$ cat src/rtl/lmsm_expander_pkg.sv
// Shared opcode constants, expander state encoding and mask helpers.
package lmsm_expander_pkg;

    localparam logic [3:0] OP_LW = 4'b0100;
    localparam logic [3:0] OP_SW = 4'b0101;
    localparam logic [3:0] OP_LM = 4'b1100;
    localparam logic [3:0] OP_SM = 4'b1101;
    localparam logic [3:0] OP_LA = 4'b1110;
    localparam logic [3:0] OP_SA = 4'b1111;

    typedef enum logic {
        StIdle   = 1'b0,
        StExpand = 1'b1
    } state_e;

    // Number of set mask bits strictly below position idx.
    function automatic logic [2:0] rank_below(input logic [7:0] mask, input logic [2:0] idx);
        logic [2:0] n;
        n = 3'd0;
        for (int b = 0; b < 8; b++) begin
            if ((b < int'(idx)) && mask[b]) begin
                n = n + 3'd1;
            end
        end
        return n;
    endfunction

endpackage

$ cat src/rtl/lmsm_ffs8.sv
// Lowest-set-bit encoder over an 8-bit mask.
module lmsm_ffs8 (
    input  logic [7:0] bits_i,
    output logic [2:0] idx_o,
    output logic       found_o
);

    always_comb begin
        idx_o   = 3'd0;
        found_o = 1'b0;
        // Descending scan so the lowest set bit is the last one written.
        for (int b = 7; b >= 0; b--) begin
            if (bits_i[b]) begin
                idx_o   = 3'(b);
                found_o = 1'b1;
            end
        end
    end

endmodule

$ cat src/rtl/lmsm_expander.sv
// Expands LM/SM/LA/SA into per-register LW/SW micro-ops; other instructions pass through.
module lmsm_expander
    import lmsm_expander_pkg::*;
(
    input  logic        clk1,
    input  logic        reset,
    input  logic        in_valid,
    input  logic [15:0] in_ir,
    input  logic [15:0] in_npc,
    output logic        in_ready,
    input  logic        flush,
    output logic        out_valid,
    output logic [15:0] out_ir,
    output logic [15:0] out_npc,
    output logic        out_uop,
    output logic        out_last,
    input  logic        out_ready
);

    state_e     state_q;
    logic [7:0] pend_q;
    logic [2:0] ra_q;
    logic [2:0] cnt_q;
    logic [2:0] defer_k_q;
    logic       load_q;
    logic       defer_q;

    logic [3:0] in_op;
    logic       in_multi;
    logic       in_load;
    logic [7:0] in_mask;
    logic [2:0] in_ra;
    logic       in_defer;
    logic [7:0] in_pend;

    logic       idle;
    logic       load_out;
    logic       accept;

    logic [7:0] sel_pend;
    logic [2:0] sel_ra;
    logic [2:0] sel_cnt;
    logic [2:0] sel_defer_k;
    logic       sel_load;
    logic       sel_defer;

    logic [2:0] ffs_idx;
    logic       ffs_found;

    logic [2:0]  uop_i;
    logic [2:0]  uop_k;
    logic [7:0]  uop_pend;
    logic        uop_defer;
    logic        uop_last;
    logic        uop_any;
    logic [15:0] uop_ir;
    logic [2:0]  cnt_d;

    assign in_op    = in_ir[15:12];
    assign in_multi = (in_op[3:2] == 2'b11);
    assign in_load  = in_multi && !in_op[0];
    assign in_mask  = in_op[1] ? 8'hFF : in_ir[7:0];
    assign in_ra    = in_ir[11:9];
    // A load that overwrites its own base register is held back until the end.
    assign in_defer = in_load && in_mask[in_ra];
    assign in_pend  = in_defer ? (in_mask & ~(8'b1 << in_ra)) : in_mask;

    assign idle     = (state_q == StIdle);
    assign load_out = !out_valid || out_ready;
    assign in_ready = idle && load_out;
    assign accept   = in_valid && in_ready;

    // In IDLE the first micro-op is built straight from the incoming instruction.
    assign sel_pend    = idle ? in_pend : pend_q;
    assign sel_ra      = idle ? in_ra : ra_q;
    assign sel_cnt     = idle ? 3'd0 : cnt_q;
    assign sel_defer_k = idle ? rank_below(in_mask, in_ra) : defer_k_q;
    assign sel_load    = idle ? in_load : load_q;
    assign sel_defer   = idle ? in_defer : defer_q;

    lmsm_ffs8 u_ffs8 (
        .bits_i  (sel_pend),
        .idx_o   (ffs_idx),
        .found_o (ffs_found)
    );

    always_comb begin
        uop_i     = sel_ra;
        uop_k     = sel_defer_k;
        uop_pend  = 8'h00;
        uop_defer = 1'b0;
        if (ffs_found) begin
            uop_i     = ffs_idx;
            // Count the deferred base register if it sits below this one.
            uop_k     = sel_cnt + {2'b00, (sel_defer && (sel_ra < ffs_idx))};
            uop_pend  = sel_pend & ~(8'b1 << ffs_idx);
            uop_defer = sel_defer;
        end
        uop_last = (uop_pend == 8'h00) && !uop_defer;
        uop_any  = ffs_found || sel_defer;
        uop_ir   = {(sel_load ? OP_LW : OP_SW), uop_i, sel_ra, 3'b000, uop_k};
        cnt_d    = sel_cnt + {2'b00, ffs_found};
    end

    always_ff @(posedge clk1) begin
        if (reset) begin
            state_q   <= StIdle;
            pend_q    <= 8'h00;
            ra_q      <= 3'd0;
            cnt_q     <= 3'd0;
            defer_k_q <= 3'd0;
            load_q    <= 1'b0;
            defer_q   <= 1'b0;
            out_valid <= 1'b0;
            out_ir    <= 16'h0000;
            out_npc   <= 16'h0000;
            out_uop   <= 1'b0;
            out_last  <= 1'b0;
        end else if (flush) begin
            state_q   <= StIdle;
            pend_q    <= 8'h00;
            cnt_q     <= 3'd0;
            defer_q   <= 1'b0;
            out_valid <= 1'b0;
        end else begin
            if (out_valid && out_ready) begin
                out_valid <= 1'b0;
            end
            if (accept && !in_multi) begin
                out_valid <= 1'b1;
                out_ir    <= in_ir;
                out_npc   <= in_npc;
                out_uop   <= 1'b0;
                out_last  <= 1'b1;
            end else if ((accept && uop_any) || (!idle && load_out)) begin
                out_valid <= 1'b1;
                out_ir    <= uop_ir;
                out_uop   <= 1'b1;
                out_last  <= uop_last;
                if (idle) begin
                    out_npc <= in_npc;
                end
                pend_q    <= uop_pend;
                defer_q   <= uop_defer;
                cnt_q     <= cnt_d;
                ra_q      <= sel_ra;
                load_q    <= sel_load;
                defer_k_q <= sel_defer_k;
                state_q   <= uop_last ? StIdle : StExpand;
            end
        end
    end

endmodule

$ cat config.mk
export PLATFORM = sky130hd
export DESIGN_NAME = lmsm_expander
export DESIGN_NICKNAME = d
export VERILOG_FILES = /design/src/rtl/lmsm_expander_pkg.sv /design/src/rtl/lmsm_ffs8.sv /design/src/rtl/lmsm_expander.sv
export SDC_FILE = /design/constraint.sdc
export NUM_CORES = 1
export LEC_CHECK = 0
export BUFFER_PORTS_ARGS = -buffer_cell sky130_fd_sc_hd__buf_2
export CAP_MARGIN = 20
export CORE_MARGIN = 2
export CORE_UTILIZATION = 50
export CTS_CLUSTER_SIZE = 30
export DETAILED_ROUTE_END_ITERATION = 10
export PLACE_DENSITY = 0.74
export SYNTH_ARGS = -nofsm -noshare
export SYNTH_HDL_FRONTEND = slang
export SYNTH_SLANG_ARGS = --single-unit
$ cat constraint.sdc
create_clock -name clk1 -period 6.5 [get_ports clk1]
set_clock_uncertainty 0.15 [all_clocks]
set_input_delay 1.3 -clock clk1 [delete_from_list [all_inputs] [get_ports clk1]]
set_output_delay 1.3 -clock clk1 [all_outputs]
set_load 0.05 [all_outputs]
==> metrics.md, run 1 <==
| Metric | Value |
|---|---|
| Status | finished, final reports clean |
| Setup_tns | 0 ns |
| RD Place Congestion | 0.8408 |
| DIE HEIGHT | about 88 um |
| Post-CTS Resized | 0 |
| Rel. slew slack | 33.40% |
| Setup Buffers After CTS | 0 |
| Die width | 87.59 um |
| Power Dens Cells | 209.5 mW/mm^2 |
| Leading cell type in the layout, fill and taps excluded | buf_2 |
| Min-Delay Path Depth | 2 |
| Worst slew pin tran | 0.9954 ns |
| # setup viols final | 0 |
| Cell count after synthesis | ~440 |
| Fin. max-slew vios | 0 |
| Crit-path max FO | 15 |
| Worst endpoint data arrival time | 5.57 ns |
| Initial Util | between 50% and 60% |
| Pre-antenna DRT Iters | 4 |
| Final period util | 84.69% |
| Worst-path clk slew | 0.10 ns |
| Num Clock Sinks | 55 |
| PortBufs | slightly above 70 |
| TritonCTS Buffers | 5 |
| Yosys warning count | 0 |
| #FFs+latches synth | 55 |
| Worst skew pair latency | around 0.31 ns |
| Vias in the first global route | slightly below 3000 |
| Initial antenna violation count | 0 |
| Top Ports | 73 |
| Rows | 30 |
| Post-synthesis sequential area ratio | 31.52% |
| Pre-CTS setup slack | 0.7281 ns |
| Clock H-tree levels | 2 |
| Most frequent cells in the layout | buf_2, nor2_1, dfxtp_1 |
| Total Wirelength | between 8000 and 9000 um |
| Root buffer cell | clkbuf_8 |
| GR Util All Layers | 22.95% |
| # diodes | 0 |
| Worst IR Drop VDD | ~140 uV |
| Clock tree buffer depth | 2 |
| Path depth of the worst reg2reg path | 12 |
| RSZ-0062 raised after global routing | no |
| Max cap viols | 0 |
| Vias | 3248 |
| Core Box Area | roughly 0.0068 mm^2 |
| Vias per cell | 5.543 |
| Critical path capture point type | register |
| Routed len/inst | 14.70 um |
| P&R area growth vs syn | 12.32% |
| Iteration-0 DRC count of the detailed router | 231 |
| Leak Pwr | 0.001578 uW |
| Critical path class | in2reg |
| Fillcell total | 655 |
| Final HPWL DP | between 6000 and 7000 um |
| Number of synthesized flops with an enable pin | 0 |
| Hold crit path type | reg2reg |
| Cts hold-fix bufs | 0 |
| Mean post-synth cell area | 8.012 um^2 |
| Final Net Count | 538 |
| Worst setup margin | 0.9952 ns |
| Net count after synthesis | 485 |
| Fin crit period | 5.505 ns |
| Largest net degree at the start of global routing | 44 |
| CTS tree | yes |
| Most used DFF post-synth | dfxtp_1 |
| Fraction of layout cells with a size suffix above 1 | 24.29% |
| CP required | 6.57 ns |
| First-pass GRT wire length | 13970 um |
| Final ANT Viol Nets | 0 |
| Grt ovf | 0 |
| Mapped Area | 0.003493 mm^2 |
| Die area | 0.007671 mm^2 |
| Synth cell types | 67 |
| CP Launch Type | input port |
| Drc violations | 0 |
| Endpoints failing hold | 0 |
| Async set or reset register ratio after synthesis | 0% |
| Fmax | 181.7 MHz |
[cell usage after synthesis (all sizes together) (3+ instances only)]
cell | n | area share, %
nand2 | 65 | 7.8
nor2 | 57 | 6.2
dfxtp | 55 | 32
a21oi | 47 | 7.9
inv | 19 | 2.1
buf | 18 | 4.0
o21ai | 17 | 2.4
nor3 | 14 | 2.1
ha | 12 | 4.3
mux2i | 12 | 3.4
a211oi | 11 | 2.4
clkbuf | 10 | 1.1
and2 | 6 | 1.1
nand2b | 6 | 1.1
nand3 | 6 | 1.0
nor2b | 6 | 1.1
o211ai | 6 | 1.3
xnor2 | 6 | 1.5
a22oi | 5 | 1.1
mux2 | 4 | 1.3
o2111ai | 4 | 1.0
o41ai | 4 | 1.0
a31oi | 3 | 0.54
[logic make-up after synthesis]
| group | count (synthesis) | share of synthesized area [%] |
|---|---|---|
| AND/OR/NAND/NOR | 173 | 23.21 |
| AO/OA/AOI/OAI | 122 | 25.04 |
| flip-flops | 55 | 31.52 |
| buffers and inverters | 47 | 7.163 |
| multiplexers | 18 | 6.125 |
| adder cells (fa/ha/maj) | 12 | 4.298 |
| XOR/XNOR | 9 | 2.650 |
[through the flow]
step / cell area [um^2] / hold slack (ns) / power (uW) / util (%) / cells
finish: 3924 / 0.3071 / 821.9 / 57.75 / 586
global route: 3924 / 0.3254 / 861.8 / 57.75 / 586
CTS: 3924 / 0.3117 / 826.3 / 57.75 / 586
detailed placement: 3812 / 0.2972 / 596.8 / 56.11 / 578
global placement: 3812 / 0.2908 / 592.3 / 56.11 / 578
floorplan: 3493 / 0.2748 / 546.9 / - / 436
[path summary, 6_finish.rpt]
path / endpoint / slack, ns / start
max reg2reg: out_npc[9] / 2.64 / state_q
min reg2reg: out_npc[3] / 0.31 / out_npc[3]
max: out_ir[2] / 1.0 / in_ir[11]
min: out_npc[3] / 0.31 / out_npc[3]
[worst max-delay path, stage by stage]
cell and delay (ns):
buf_2 0.19, nor3_1 0.29, nor2_1 0.10, ha_1 0.34
or3b_2 0.46, o221ai_1 0.15, ha_1 0.31, nor2_1 0.13
a31oi_1 0.07, ha_1 0.32, mux2i_1 0.25, inv_1 0.08
ha_1 0.29, nor2_1 0.15, a21oi_1 0.06, ha_1 0.21
nand2_1 0.07, xnor2_1 0.13, xnor2_1 0.13, mux2i_1 0.11
nand2_1 0.08, o211ai_1 0.08, a221oi_1 0.25
[routing by layer]
metal	track usage (%)	vias up	wire, um	part of all wire (%)
li1	-	1647	-	-
met1	29.88	1486	3859	45
met2	37.95	98	4062	47
met3	4.147	17	473	5.5
met4	8.671	0	222	2.6
met5	0	-	0	0
[area by class of cell]
type | count | area, um^2 | share of cell area, %
clock inverter | 2 | 38.79 | 0.9885
clock buffer | 6 | 72.57 | 1.849
timing repair buffer | 74 | 375.4 | 9.566
tap | 96 | 120.1 | 3.061
inverter | 19 | 73.82 | 1.881
sequential | 55 | 1101 | 28.06
multi-input combinational | 334 | 2142 | 54.59
[where the power goes]
| group | leakage [uW] | total [uW] | internal, uW | switching [uW] |
|---|---|---|---|---|
| logic | 0.00107 | 229 | 77.8 | 151 |
| registers | 0.000448 | 361 | 353 | 8.26 |
| clock network | 0.0000558 | 232 | 117 | 115 |
| total | 0.00158 | 822 | 547 | 275 |
[flip-flops by register name, indices dropped and copies added (netlist names)]
name	flops
state_q	1
cnt_q	3
pend_q	8
defer_q	1
out_ir	16
out_valid	1
out_uop	1
out_npc	16
defer_k_q	3
out_last	1
ra_q	3
load_q	1
Note: power is estimated with default switching activity, not from simulation.
==> inputs of run 2 (changes only) <==
ABC_AREA = 1   (was default)
clock period = 5.3 ns   (was 6.5 ns; I/O delays follow)
==> run 2 against run 1 <==
Against the previous run: combinational power is 51% higher; first-iteration DRC count is 31% lower; sequential power is 28% higher; worst hold slack hardly changed; synthesized cell count is 16% higher; utilization is 2.7 points higher; critical path type unchanged; largest cell class unchanged; largest power group unchanged.
==> metrics.md, run 2 <==
| Metric | Value |
|---|---|
| Status | finished, final reports clean |
| Dominant cell type by area after synthesis | dfxtp_1 |
| Grt met3 use | 3.307% (-0.84 points) |
| Fraction of layout cells with a size suffix above 1 | 24.22% (-0.070 points) |
| WHS Endpoint | pend_q[0] |
| TritonCTS Buffers | 5 (unchanged) |
| Clock power frac | 23.0% (-5.2 points) |
| Worst-path clk slew | 0.11 ns (about the same) |
| Initial antenna violation count | 0 (unchanged) |
| Mapped Area | 0.003313 mm^2 (-5.2%) |
| Critical path capture point type | register |
| Max cap viols | 0 (unchanged) |
| Slowest stage delay, CP | 0.33 ns (-0.13 ns) |
| Most frequent CP cell | nand2_1 |
| Post-synthesis compound-gate area fraction | 15.48% (-9.6 points) |
| Clock H-tree levels | 2 (unchanged) |
| Setup_tns | 0 ns (unchanged) |
| Share of the synthesized area in the top cell type | 33.23% (+1.7 points) |
| Rel. slew slack | 38.49% (+5.1 points) |
| Synth cell types | 35 (-48%) |
| PortBufs | 72 (unchanged) |
| Die area | 0.007293 mm^2 (-4.9%) |
| Rows | 29 (-3.3%) |
| Top Ports | 73 (unchanged) |
| Fillcell total | 616 (-6.0%) |
| Pre-CTS setup slack | -0.1165 ns (-0.8446 ns) |
| Final Net Count | 622 (+16%) |
| Worst endpoint data arrival time | 5.02 ns (-0.55 ns) |
| Iteration-0 DRC count of the detailed router | 159 (-31%) |
| Vias | 3378 (+4.0%) |
| Most frequent cells in the layout | nand2_1, nor2_1, buf_2 |
| Num Clock Sinks | 55 (unchanged) |
| Routed len/inst | 12.93 um (-12%) |
| Post-Synth Simple-Gate Area | 36.48% (+13 points) |
| Largest cells by area after synthesis | dfxtp_1, nand2_1, nor2_1, o21ai_0, inv_1 |
| Total Wirelength | 8420 um (-2.3%) |
| Die width | 85.40 um (-2.5%) |
| Synth top cells by count | nand2_1, nor2_1, dfxtp_1, inv_1, o21ai_0 |
| Pre-antenna DRT Iters | 4 (unchanged) |
| RD Place Congestion | 0.8652 (+2.9%) |
| Pint | 641.2 uW (+17%) |
| Leak Pwr | 0.001981 uW (+26%) |
| Final period util | 92.62% |
| Leading cell type in the layout, fill and taps excluded | nand2_1 |
| Logic pwr share | 33.0% (+5.1 points) |
| Sw frac | 38.78% (+5.4 points) |
| Number of synthesized flops with an enable pin | 0 (unchanged) |
| # diodes | 0 (unchanged) |
| Crit-path max FO | 6 (-9) |
| Main combinational cell family by area after synthesis | simple AND/OR/NAND/NOR gates |
| Adder-Cell Fraction of Synth Area | 4.532% (+0.23 points) |
| Yosys warning count | 0 (unchanged) |
| Proportion of synthesized area in mux cells | 0% (-6.1 points) |
| Initial Util | 51.88% (+0.46 points) |
| DIE HEIGHT | 85.40 um (-2.5%) |
| Core Box Area | 0.006386 mm^2 (-6.0%) |
| Hold crit path type | reg2reg |
| First-pass GRT wire length | 13970 um (unchanged) |
| Worst setup margin | 0.3910 ns (-0.6043 ns) |
| Largest net degree at the start of global routing | 36 (-18%) |
| Root buffer cell | clkbuf_8 |
| Biggest regs | out_ir: 16 flops, out_npc: 16 flops, pend_q: 8 flops |
| Power Dens Cells | 271.2 mW/mm^2 (+29%) |
| Met1 track demand over resource | 30.12% (+0.24 points) |
| Sw power | 406.1 uW (+48%) |
| Worst path slowest cell | ha_1 |
| Sequential Power Share | 44.0% (about the same) |
| Most Crowded Layer GR | met2 |
| Grt ovf | 0 (unchanged) |
| Critical path class | in2reg |
| Endpoints failing hold | 0 (unchanged) |
| Cell count after synthesis | 504 (+16%) |
| Most common cell in the netlist | nand2_1 |
| CP required | 5.42 ns (-1.15 ns) |
| Min-Delay Path Depth | 2 (unchanged) |
| Mean post-synth cell area | 6.574 um^2 (-18%) |
| Most used DFF post-synth | dfxtp_1 |
| CP Launch Type | input port |
| Fin. max-slew vios | 0 (unchanged) |
| Reg2reg end | out_ir[2] |
| Met2 Resource Use GR | 40.77% (+2.8 points) |
| Async set or reset register ratio after synthesis | 0% (unchanged) |
| Fmax | about 200 MHz |
| Worst Hold Launch | pend_q[0] |
| Path depth of the worst reg2reg path | 20 (+8) |
| Post-synthesis sequential area ratio | 33.23% (+1.7 points) |
| Final HPWL DP | 6522 um (+1.9%) |
| R2R Setup Slk | 1.54 ns (-1.10 ns) |
| Clock tree buffer depth | 2 (unchanged) |
| Final ANT Viol Nets | 0 (unchanged) |
| CTS tree | yes |
| Worst Hold Slack | 0.3067 ns (-0.0004390 ns) |
| Drc violations | 0 (unchanged) |
| Worst IR Drop VDD | 177.8 uV (+29%) |
| Reg2reg start | state_q |
| Vias in the first global route | 3101 (+5.4%) |
| #FFs+latches synth | 55 (unchanged) |
| Fin crit period | 4.909 ns |
| Worst skew pair latency | 0.31 ns (about the same) |
| P&R area growth vs syn | 16.58% |
| Net count after synthesis | 553 (+14%) |
| XOR/XNOR Fraction of Synth Area | 1.586% (-1.1 points) |
| Vias per cell | 5.189 (-6.4%) |
| Worst slew pin tran | 0.9217 ns (-0.07369 ns) |
| # setup viols final | 0 (unchanged) |
| GR Util All Layers | 23.64% (+0.69 points) |
[run 2: changes by cell type after synthesis, moves of 10 or more]
cell      change
a211oi_1     -11
a21oi_2      -11
inv_1        +24
mux2i_1      -12
nand2_1      +64
nand3_1      +15
nor2_1       +22
nor2_2       +15
nor3_1       -10
o21ai_0      +25
o21ai_1      +18
[run 2: power groups by stage]
stage	clock network, uW	logic (uW)	registers, uW
after floorplan	0	182	546
after global placement	0	330	470
after detailed placement	0	339	471
after CTS	246	340	461
after global routing	262	382	465
final	241	346	461
[run 2: worst max path at each step]
stage	start	endpoint	slack [ns]
after detailed placement	in_ir[9]	out_ir[2]	-0.12
after CTS	in_ir[9]	out_ir[2]	0.23
final	in_ir[10]	out_ir[2]	0.39
after global placement	in_ir[9]	out_ir[2]	0.1
after floorplan	in_ir[11]	out_ir[2]	0.17
after global routing	in_ir[11]	out_ir[2]	-0.003
[run 2: worst max-delay path: cells and delay by family]
kind | cells | cell delay (ns)
and+or+nand+nor | 17 | 1.61
AOI/OAI and AO/OA | 3 | 0.22
adders and majority gates | 5 | 1.35
buffers and inverters | 8 | 0.60
xor gates and xnor gates | 1 | 0.18
[run 2: per-layer routing]
| layer | part of all wire, % | routed length [um] |
|---|---|---|
| met1 | 45 | 3812 |
| met2 | 48 | 4001 |
| met3 | 4.9 | 409 |
| met4 | 2.3 | 197 |
| met5 | 0 | 0 |
[run 2: cell families (layout without fill, tap and decap cells)]
group                    after synthesis  count (layout)
adder cells (fa/ha/maj)               12              12
buffers and inverters                 69             139
AO/OA/AOI/OAI                         98              98
flip-flops                            55              55
AND/OR/NAND/NOR                      264             264
XOR/XNOR                               6               6
[run 2: stage by stage]
| stage | util (%) | total power [uW] | instances | area, um^2 |
|---|---|---|---|---|
| 2_1_floorplan | - | 728.1 | 504 | 3313 |
| 3_3_place_gp | 58.37 | 800.3 | 641 | 3727 |
| 3_5_place_dp | 58.37 | 809.1 | 641 | 3727 |
| 4_1_cts | 59.80 | 1047 | 649 | 3819 |
| 5_1_grt | 60.48 | 1109 | 651 | 3862 |
| 6_report | 60.48 | 1047 | 651 | 3862 |
[run 2: layout make-up]
class / instances / area [um^2] / share of cell area [%]
multi-input combinational: 380 / 1949 / 50.47
tap: 77 / 96.34 / 2.494
inverter: 50 / 192.7 / 4.989
clock buffer: 5 / 68.82 / 1.782
sequential: 55 / 1101 / 28.51
timing repair buffer: 81 / 431.7 / 11.18
clock inverter: 3 / 22.52 / 0.5831
[run 2: repair_timing]
item                       4_1_cts  5_1_grt
hold buffers                     0        0
resized for setup                0       12
setup endpoints to repair        0        1
hold endpoints to repair         0        0
setup buffers                    0        1
